<file path="config.mk">
export PLATFORM = sky130hd
export DESIGN_NAME = pred_scan_ctrl_flat
export DESIGN_NICKNAME = d
export VERILOG_FILES = /design/src/rtl/pred_scan_ctrl_if.sv /design/src/rtl/pred_scan_ctrl.sv /design/src/flat_wrapper.sv
export SDC_FILE = /design/constraint.sdc
export NUM_CORES = 1
export LEC_CHECK = 0
export CORE_MARGIN = 8
export CORE_UTILIZATION = 30
export DETAILED_ROUTE_END_ITERATION = 12
export PLACE_DENSITY = 0.5
export SETUP_SLACK_MARGIN = 0.05
export SYNTH_ARGS = -nofsm -noshare
export SYNTH_HDL_FRONTEND = slang
export SYNTH_SLANG_ARGS = --single-unit
</file>
<file path="constraint.sdc">
create_clock -name clk -period 4.9 [get_ports clk]
set_input_delay 1.225 -clock clk [delete_from_list [all_inputs] [get_ports clk]]
set_output_delay 1.225 -clock clk [all_outputs]
set_load 0.005 [all_outputs]
</file>
<file path="src/rtl/pred_scan_ctrl_if.sv">
// rtl/pred_scan_ctrl_if.sv - sample handshake and issued-sample bus of pred_scan_ctrl
// Signals:
//   s_valid / s_ready     source sample handshake (accept = s_valid & s_ready)
//   en                    registered enable, one cycle per accepted sample
//   spec_fst              issued sample is band 0
//   en_block_cnt          issued sample closes a block (or the frame)
//   en_fst_blo            issued sample lies in the first block of the frame
//   last                  issued sample is the final sample of the frame
//   x / y / z             coordinates of the issued sample
// Modports: master = sample source / consumer side, slave = controller side.
interface pred_scan_ctrl_if #(
  parameter int CW = 16
);
  logic          s_valid;
  logic          s_ready;
  logic          en;
  logic          spec_fst;
  logic          en_block_cnt;
  logic          en_fst_blo;
  logic          last;
  logic [CW-1:0] x;
  logic [CW-1:0] y;
  logic [CW-1:0] z;

  modport master (
    output s_valid,
    input  s_ready, en, spec_fst, en_block_cnt, en_fst_blo, last, x, y, z
  );

  modport slave (
    input  s_valid,
    output s_ready, en, spec_fst, en_block_cnt, en_fst_blo, last, x, y, z
  );
endinterface

</file>
<file path="src/rtl/pred_scan_ctrl.sv">
// rtl/pred_scan_ctrl.sv - BIP-order frame sequencer for the predictor front end
// Ports:
//   clk, rst        clock (rising edge), asynchronous active-high reset
//   start_i         frame start request, only looked at in IDLE
//   hold_i          downstream stall, blocks s_ready
//   s_if (slave)    sample handshake plus registered enable, flags, coordinates
//   busy_o          controller is not IDLE
//   done_o          one-cycle frame completion pulse
//   stall_cnt_o     (only with PRED_SCAN_STALL_CNT_EN) cycles in RUN with
//                   s_valid=1 and hold_i=1, saturating
// Scan order is z fastest, then x, then y. Flags and coordinates issued with
// en describe the accepted sample, i.e. they decode the counters before they
// advance.
module pred_scan_ctrl #(
  parameter int NX         = 16,
  parameter int NY         = 16,
  parameter int NZ         = 8,
  parameter int CW         = 16,
  parameter int BLOCK_SIZE = 64,
  parameter int PIPE_DEPTH = 4
) (
  input  logic            clk,
  input  logic            rst,
  input  logic            start_i,
  input  logic            hold_i,
  pred_scan_ctrl_if.slave s_if,
  output logic            busy_o,
  output logic            done_o
`ifdef PRED_SCAN_STALL_CNT_EN
  ,
  output logic [31:0]     stall_cnt_o
`endif
);

  localparam int BW = (BLOCK_SIZE > 1) ? $clog2(BLOCK_SIZE) : 1;
  localparam int DW = (PIPE_DEPTH > 0) ? $clog2(PIPE_DEPTH + 1) : 1;

  localparam logic [CW-1:0] X_MAX = CW'(NX - 1);
  localparam logic [CW-1:0] Y_MAX = CW'(NY - 1);
  localparam logic [CW-1:0] Z_MAX = CW'(NZ - 1);
  localparam logic [BW-1:0] B_MAX = BW'(BLOCK_SIZE - 1);
  localparam logic [DW-1:0] D_MAX = DW'(PIPE_DEPTH);

  typedef enum logic [1:0] {IDLE, RUN, DRAIN, DONE} state_t;

  state_t        state_q, state_d;
  logic [CW-1:0] x_q, x_d, y_q, y_d, z_q, z_d;
  logic [CW-1:0] xo_q, xo_d, yo_q, yo_d, zo_q, zo_d;
  logic [BW-1:0] blk_q, blk_d;
  logic [DW-1:0] drain_q, drain_d;
  logic          fst_blo_q, fst_blo_d;
  logic          en_q, en_d;
  logic          spec_fst_q, spec_fst_d;
  logic          ebc_q, ebc_d;
  logic          fb_q, fb_d;
  logic          last_q, last_d;

  logic ready_w;
  logic accept_w;
  logic final_w;

  assign ready_w  = (state_q == RUN) & ~hold_i;
  assign accept_w = s_if.s_valid & ready_w;
  assign final_w  = (x_q == X_MAX) & (y_q == Y_MAX) & (z_q == Z_MAX);

  always_comb begin
    state_d    = state_q;
    x_d        = x_q;
    y_d        = y_q;
    z_d        = z_q;
    xo_d       = xo_q;
    yo_d       = yo_q;
    zo_d       = zo_q;
    blk_d      = blk_q;
    fst_blo_d  = fst_blo_q;
    drain_d    = drain_q;
    en_d       = 1'b0;
    spec_fst_d = 1'b0;
    ebc_d      = 1'b0;
    fb_d       = 1'b0;
    last_d     = 1'b0;
    case (state_q)
      IDLE: begin
        if (start_i) begin
          x_d       = '0;
          y_d       = '0;
          z_d       = '0;
          blk_d     = '0;
          fst_blo_d = 1'b1;
          state_d   = RUN;
        end
      end
      RUN: begin
        if (accept_w) begin
          en_d       = 1'b1;
          spec_fst_d = (z_q == '0);
          ebc_d      = (blk_q == B_MAX) | final_w;
          fb_d       = fst_blo_q;
          last_d     = final_w;
          xo_d       = x_q;
          yo_d       = y_q;
          zo_d       = z_q;
          // z -> x -> y carry chain; y saturates on the last line
          if (z_q == Z_MAX) begin
            z_d = '0;
            if (x_q == X_MAX) begin
              x_d = '0;
              if (y_q != Y_MAX) begin
                y_d = y_q + CW'(1);
              end
            end else begin
              x_d = x_q + CW'(1);
            end
          end else begin
            z_d = z_q + CW'(1);
          end
          if (blk_q == B_MAX) begin
            blk_d     = '0;
            fst_blo_d = 1'b0;
          end else begin
            blk_d = blk_q + BW'(1);
          end
          if (final_w) begin
            drain_d = '0;
            state_d = DRAIN;
          end
        end
      end
      DRAIN: begin
        // counts 0..PIPE_DEPTH so done lands PIPE_DEPTH+1 cycles after the last en
        if (drain_q == D_MAX) begin
          state_d = DONE;
        end else begin
          drain_d = drain_q + DW'(1);
        end
      end
      DONE: begin
        state_d = IDLE;
      end
      default: begin
        state_d = IDLE;
      end
    endcase
  end

  always_ff @(posedge clk or posedge rst) begin
    if (rst) begin
      state_q    <= IDLE;
      x_q        <= '0;
      y_q        <= '0;
      z_q        <= '0;
      xo_q       <= '0;
      yo_q       <= '0;
      zo_q       <= '0;
      blk_q      <= '0;
      fst_blo_q  <= 1'b0;
      drain_q    <= '0;
      en_q       <= 1'b0;
      spec_fst_q <= 1'b0;
      ebc_q      <= 1'b0;
      fb_q       <= 1'b0;
      last_q     <= 1'b0;
    end else begin
      state_q    <= state_d;
      x_q        <= x_d;
      y_q        <= y_d;
      z_q        <= z_d;
      xo_q       <= xo_d;
      yo_q       <= yo_d;
      zo_q       <= zo_d;
      blk_q      <= blk_d;
      fst_blo_q  <= fst_blo_d;
      drain_q    <= drain_d;
      en_q       <= en_d;
      spec_fst_q <= spec_fst_d;
      ebc_q      <= ebc_d;
      fb_q       <= fb_d;
      last_q     <= last_d;
    end
  end

`ifdef PRED_SCAN_STALL_CNT_EN
  logic [31:0] stall_q, stall_d;

  always_comb begin
    stall_d = stall_q;
    if (state_q == IDLE && start_i) begin
      stall_d = '0;
    end else if (state_q == RUN && s_if.s_valid && hold_i && stall_q != '1) begin
      stall_d = stall_q + 32'd1;
    end
  end

  always_ff @(posedge clk or posedge rst) begin
    if (rst) begin
      stall_q <= '0;
    end else begin
      stall_q <= stall_d;
    end
  end

  assign stall_cnt_o = stall_q;
`endif

  assign s_if.s_ready      = ready_w;
  assign s_if.en           = en_q;
  assign s_if.spec_fst     = spec_fst_q;
  assign s_if.en_block_cnt = ebc_q;
  assign s_if.en_fst_blo   = fb_q;
  assign s_if.last         = last_q;
  assign s_if.x            = xo_q;
  assign s_if.y            = yo_q;
  assign s_if.z            = zo_q;
  assign busy_o            = (state_q != IDLE);
  assign done_o            = (state_q == DONE);

endmodule

</file>
<file path="src/flat_wrapper.sv">
// flat-port wrapper written by rule: the top's interface ports become plain ports
module pred_scan_ctrl_flat 
#(
  parameter int NX         = 16,
  parameter int NY         = 16,
  parameter int NZ         = 8,
  parameter int CW         = 16,
  parameter int BLOCK_SIZE = 64,
  parameter int PIPE_DEPTH = 4
)
  (clk, rst, start_i, hold_i, busy_o, done_o, s_if_s_valid, s_if_s_ready, s_if_en, s_if_spec_fst, s_if_en_block_cnt, s_if_en_fst_blo, s_if_last, s_if_x, s_if_y, s_if_z);
  pred_scan_ctrl_if #(.CW(CW)) s_if_i ();
  input  logic clk;
  input  logic rst;
  input  logic start_i;
  input  logic hold_i;
  output logic busy_o;
  output logic done_o;
  input wire logic [$bits(s_if_i.s_valid)-1:0] s_if_s_valid;
  output wire logic [$bits(s_if_i.s_ready)-1:0] s_if_s_ready;
  output wire logic [$bits(s_if_i.en)-1:0] s_if_en;
  output wire logic [$bits(s_if_i.spec_fst)-1:0] s_if_spec_fst;
  output wire logic [$bits(s_if_i.en_block_cnt)-1:0] s_if_en_block_cnt;
  output wire logic [$bits(s_if_i.en_fst_blo)-1:0] s_if_en_fst_blo;
  output wire logic [$bits(s_if_i.last)-1:0] s_if_last;
  output wire logic [$bits(s_if_i.x)-1:0] s_if_x;
  output wire logic [$bits(s_if_i.y)-1:0] s_if_y;
  output wire logic [$bits(s_if_i.z)-1:0] s_if_z;
  assign s_if_i.s_valid = s_if_s_valid;
  assign s_if_s_ready = s_if_i.s_ready;
  assign s_if_en = s_if_i.en;
  assign s_if_spec_fst = s_if_i.spec_fst;
  assign s_if_en_block_cnt = s_if_i.en_block_cnt;
  assign s_if_en_fst_blo = s_if_i.en_fst_blo;
  assign s_if_last = s_if_i.last;
  assign s_if_x = s_if_i.x;
  assign s_if_y = s_if_i.y;
  assign s_if_z = s_if_i.z;
  pred_scan_ctrl #(.NX(NX), .NY(NY), .NZ(NZ), .CW(CW), .BLOCK_SIZE(BLOCK_SIZE), .PIPE_DEPTH(PIPE_DEPTH)) u_core (.clk(clk), .rst(rst), .start_i(start_i), .hold_i(hold_i), .s_if(s_if_i), .busy_o(busy_o), .done_o(done_o));
endmodule
</file>
* Word level (Yosys, flattened, before mapping)
Cells that the tools add are included.
** Storage, ports and cells
- Bits of input ports :: 5
- Register bits :: 113
** Operators by class
- Bitwise operators :: 6
- Reductions and logical operators :: 12
- Add/sub/neg operators :: 5
- Mux-type cells :: 40
- Equal/unequal tests :: 18
** Operator list (number)
- $mux W16 :: 10
- $pmux W16 S2 :: 3
- $add A16 B1 Y16 const B :: 3
- $eq A16 B4 Y1 const B :: 2
- $mux W6 :: 3
- $eq A16 B3 Y1 const B :: 1
- $logic_not A16 Y1 :: 1
- $ne A16 B4 Y1 const B :: 1
- $reduce_and A4 Y1 :: 4
- $mux W1 :: 13
- $ne A2 B2 Y1 const B :: 6
- $pmux W6 S2 :: 1
- $mux W3 :: 3
- $mux W2 :: 4
- $pmux W2 S4 :: 1
- $add A6 B1 Y6 const B :: 1
- $eq A6 B6 Y1 const B :: 1
- $ne A2 B1 Y1 const B :: 3
- $pmux W3 S2 :: 1
- $reduce_and A6 Y1 :: 1
- $reduce_bool A2 Y1 :: 3
- $and A1 B1 Y1 :: 4
- $eq A2 B2 Y1 const B :: 2
- $add A3 B1 Y3 const B :: 1
- other kinds (8) :: 8

* Longest topological paths before layout
- Word-level depth :: 6
- Mapped depth :: 10

* Least setup slack after synthesis
OpenSTA, ideal clock, no wires.
- Kind :: in2reg
- From :: input port hold_i
- To :: register u_core.state_q[1]
- Cell stages on the path :: 8
- Slack :: 2205 ps
- Setup time :: 125 ps
- Data arrival time :: 2570 ps
- Required time :: 4775 ps
- Path buffers :: 1
- Cell sequence :: nand3b_1 -> inv_1 -> nand3_1 -> or4_1 -> buf_6 -> clkinv_4 -> o21ai_2 -> mux2_4
** Between the ends
- Cells in the longest elaborated chain, start to end :: 5
** Ends and longest elaborated chain
- start, declared :: line flat_wrapper.sv:16 : input logic hold_i;
- $not A1 Y1 :: line pred_scan_ctrl.sv:62 : assign ready_w = (state_q == RUN) & ~hold_i;
- $and A1 B1 Y1 :: line pred_scan_ctrl.sv:62
- $and A1 B1 Y1 :: line pred_scan_ctrl.sv:63 : assign accept_w = s_if.s_valid & ready_w;
- $ne A2 B1 Y1 (no line)
- $reduce_and A4 Y1 (no line)
- end signal, assigned :: line pred_scan_ctrl.sv:164 : state_q <= state_d;
- end, declared :: line pred_scan_ctrl.sv:46 : state_t state_q, state_d;
No other way between the ends.
A chain may end at the register's enable or synchronous reset.

* Final worst setup path
- From :: register u_core.state_q[1]
- To :: output port s_if_s_ready
** Between the ends
- Cells in the longest elaborated chain, start to end :: 2
** Ends and longest elaborated chain
- $eq A2 B1 Y1 :: line pred_scan_ctrl.sv:62
- $and A1 B1 Y1 :: line pred_scan_ctrl.sv:62
- end, declared :: line flat_wrapper.sv:20 : output wire logic [$bits(s_if_i.s_ready)-1:0] s_if_s_ready;
No other way between the ends.

==> flow_summary.json <==
{
  "cts-root-buf": "sky130_fd_sc_hd__clkbuf_16",
  "route.antenna.remaining_nets": 0,
  "io_pins": 61,
  "post_route_cells_drive_above_1_share_pct": 8.20,
  "tritoncts": "yes",
  "synth.distinct_cells": 56,
  "grt_usage_pct": 12.9,
  "setup_total_negative_slack_ns": 0,
  "drt_wl_total_um": 13700,
  "holdPathEnd": "u_core.s_if.y[12]$_DFFE_PP0P_",
  "globalRouteOverflowTotal": 0,
  "timing.critical_path.arrival_ns": 2.94,
  "synth.ff_latch_count": 113,
  "setup_repair_after_global_routing_missed_its_margin": "no",
  "cts_post_setup_buffers_inserted": 0,
  "dpl_hpwl_um": 9470,
  "first_pass_grt_wire_length_um": 23200,
  "path_clk_slew_ns": 0.06,
  "tightestPinTransition_ns": 1.06,
  "cts.htree.levels": 4,
  "vias": 4474,
  "cellLeakagePower_nw": 3.11,
  "post-route-drc-count": 0,
  "maximum_clock_rate_mhz": 240,
  "ctsResizeCount": 0,
  "detail_route.first_pass.iterations": 4,
  "syn_nets": 617,
  "antenna_violations_before_repair": 0,
  "placed_cells_incl_taps": 868,
  "num_antenna_cells": 0,
  "worst_ep_required_time_ns": 3.67,
  "maxCapViolations": 0,
  "worst-path-max-fanout": 17,
  "numPortBuffers": 60,
  "slew_headroom_pct": 29.1,
  "routability_cong": 0.803,
  "synth_ff_type": "sky130_fd_sc_hd__dfrtp_1",
  "initial_utilization_pct": 30.4,
  "async_flop_share_pct": 100,
  "die_area_um2": 22700,
  "holdCritPathClass": "reg -> reg",
  "fp-row-count": 49,
  "synth.yosys.seq_area_share_pct": 51.9,
  "critPathCaptureType": "output pin",
  "finalCritPeriodShare_pct": 85.0,
  "slew_violations": 0,
  "cts_hold_buf": 0,
  "outcome": "complete, no violations",
  "cells_after_synthesis": 600,
  "timing.hold.worst.start": "u_core.s_if.y[12]$_DFFE_PP0P_",
  "syn_area_um2": 5440,
  "worst_ir_drop_vdd_mv": 0.261,
  "post_synthesis_mean_instance_area_um2": 9.07,
  "skew_ns": 0.0117,
  "worst_skew_pair.late_latency_ns": 0.42,
  "grt_start_max_net_pins": 67,
  "pwr_density_cell_nw_per_um2": 462,
  "most_common_library_cell_in_the_layout_ignoring_fill_and_taps": "sky130_fd_sc_hd__nand2_1",
  "grt_pass1_vias": 4468,
  "cts.path.max_buffers": 2,
  "regToRegSetupSlack_ns": 1.58,
  "avgRoutedWirePerCell_um": 15.3,
  "worst-setup-path-type": "reg -> out",
  "design.final.nets": 675,
  "holdPathStages": 2,
  "drt_iter0_markers": 215,
  "area_delta_synth_final_pct": 26.6,
  "finish.cell_count_without_fillers": 900,
  "die_h_um": 151,
  "commonest_cells_after_routing_fill_and_taps_aside": "sky130_fd_sc_hd__nand2_1, sky130_fd_sc_hd__dfrtp_1, sky130_fd_sc_hd__clkdlybuf4s50_1",
  "vias_per_cell": 4.97,
  "synth-edff-count": 0,
  "yosysWarnings": 0,
  "die_x_um": 151,
  "startpoint_type": "flop",
  "crit-reg2reg-launch": "u_core.state_q[1]$_DFFE_PP0P_",
  "coreArea_um2": 17900,
  "layout_min_cycle_time_ns": 4.16,
  "final-hold-violation-count": 0,
  "worst_r2r_path_depth": 6,
  "cts_buffers": 17,
  "filler_cells_inserted": 1816,
  "finalSetupViolations": 0,
  "r2r_end": "u_core.y_q[11]$_DFFE_PP0P_",
  "clock_sinks": 113
}
==> registers in the layout (all words and copies together), names as in the netlist <==
register                  flops
u_core.s_if.y                16
u_core.s_if.last              1
u_core.s_if.en_block_cnt      1
u_core.drain_q                3
u_core.x_q                   16
u_core.z_q                   16
u_core.s_if.spec_fst          1
u_core.s_if.x                16
u_core.y_q                   16
u_core.s_if.en                1
u_core.blk_q                  6
u_core.s_if.z                16
u_core.state_q                2
u_core.fst_blo_q              1
u_core.s_if.en_fst_blo        1
==> critical path, cell delays in order, from the launching register on <==
cell and delay, ns:
sky130_fd_sc_hd__dfrtp_1 0.41, sky130_fd_sc_hd__inv_1 0.11, sky130_fd_sc_hd__ha_1 0.52, sky130_fd_sc_hd__clkinv_1 0.69, sky130_fd_sc_hd__nor2_1 0.26, sky130_fd_sc_hd__clkdlybuf4s50_1 0.53
==> cell families (layout without fill, tap and decap cells) <==
group | after synthesis | after routing | share of synthesized area (%)
XOR/XNOR | 17 | 17 | 2.74
AND/OR/NAND/NOR | 308 | 308 | 26.6
flip-flops | 113 | 113 | 51.9
buffers and inverters | 46 | 117 | 3.47
multiplexers | 3 | 3 | 0.643
AO/OA/AOI/OAI | 101 | 101 | 11.9
adder cells (fa/ha/maj) | 12 | 12 | 2.76
==> worst max-delay path by stage <==
stage | from | slack (ns) | cells after the start | to
after detailed placement | hold_i | 1.08 | 7 | u_core.y_q[5]$_DFFE_PP0P_
after CTS | u_core.state_q[1]$_DFFE_PP0P_ | 0.69 | 5 | s_if_s_ready
after floorplan | rst | 0.69 | 1 | u_core.blk_q[0]$_DFFE_PP0P_
after global placement | hold_i | 1.10 | 10 | u_core.state_q[1]$_DFFE_PP0P_
after global routing | u_core.state_q[1]$_DFFE_PP0P_ | 0.50 | 5 | s_if_s_ready
final | u_core.state_q[1]$_DFFE_PP0P_ | 0.74 | 5 | s_if_s_ready
==> routing by layer <==
layer  track usage (%)  wire [um]  vias to the layer above
met5                 0          0                        -
met4              3.81        113                        0
met3              4.09        700                       13
met2              19.5       6330                       92
met1              17.4       6590                     2188
li1                  -          -                     2181
==> cells in the mapped netlist (all sizes together), types with 3 or more instances <==
master	instances	area, um2
nand2	173	649
dfrtp	113	2830
o21ai	41	209
nor2	31	116
a21oi	25	129
nand3	24	120
clkbuf	22	82.6
nor3	16	85.1
inv	15	56.3
or3	14	87.6
xnor2	14	123
ha	12	150
nand4	10	62.6
nor4	10	105
o31ai	9	67.6
and4	7	61.3
buf	7	37.5
and3	6	37.5
a21o	5	37.5
a31oi	3	18.8
a41oi	3	33.8
nand2b	3	18.8
nor2b	3	18.8
or4	3	22.5
xor2	3	26.3
==> layout make-up <==
type	instances	area, um2	area share, %
inverter	17	71.3	1.03
timing repair buffer	68	673	9.77
clock inverter	13	163	2.36
tap	229	287	4.16
multi-input combinational	441	2430	35.2
sequential	113	2830	41.0
clock buffer	19	443	6.43
==> where the power goes <==
part	switching (mW)	leakage [nW]	total (mW)	internal, mW
logic	0.496	1.27	0.798	0.302
clock network	0.450	0.277	1.26	0.810
registers	0.0915	1.56	1.12	1.03
==> per-stage QoR <==
step	instance area [um2]	hold WS [ns]	setup WS [ns]	power (mW)	utilization, %
after global placement	6290	0.461	1.10	1.93	35.1
after CTS	6890	0.477	0.688	3.22	38.5
after floorplan	5440	0.460	0.688	1.65	-
final	6890	0.470	0.737	3.18	38.5
after global routing	6890	0.498	0.501	3.37	38.5
after detailed placement	6290	0.461	1.08	1.94	35.1
Note: power is estimated with default switching activity, not from simulation.
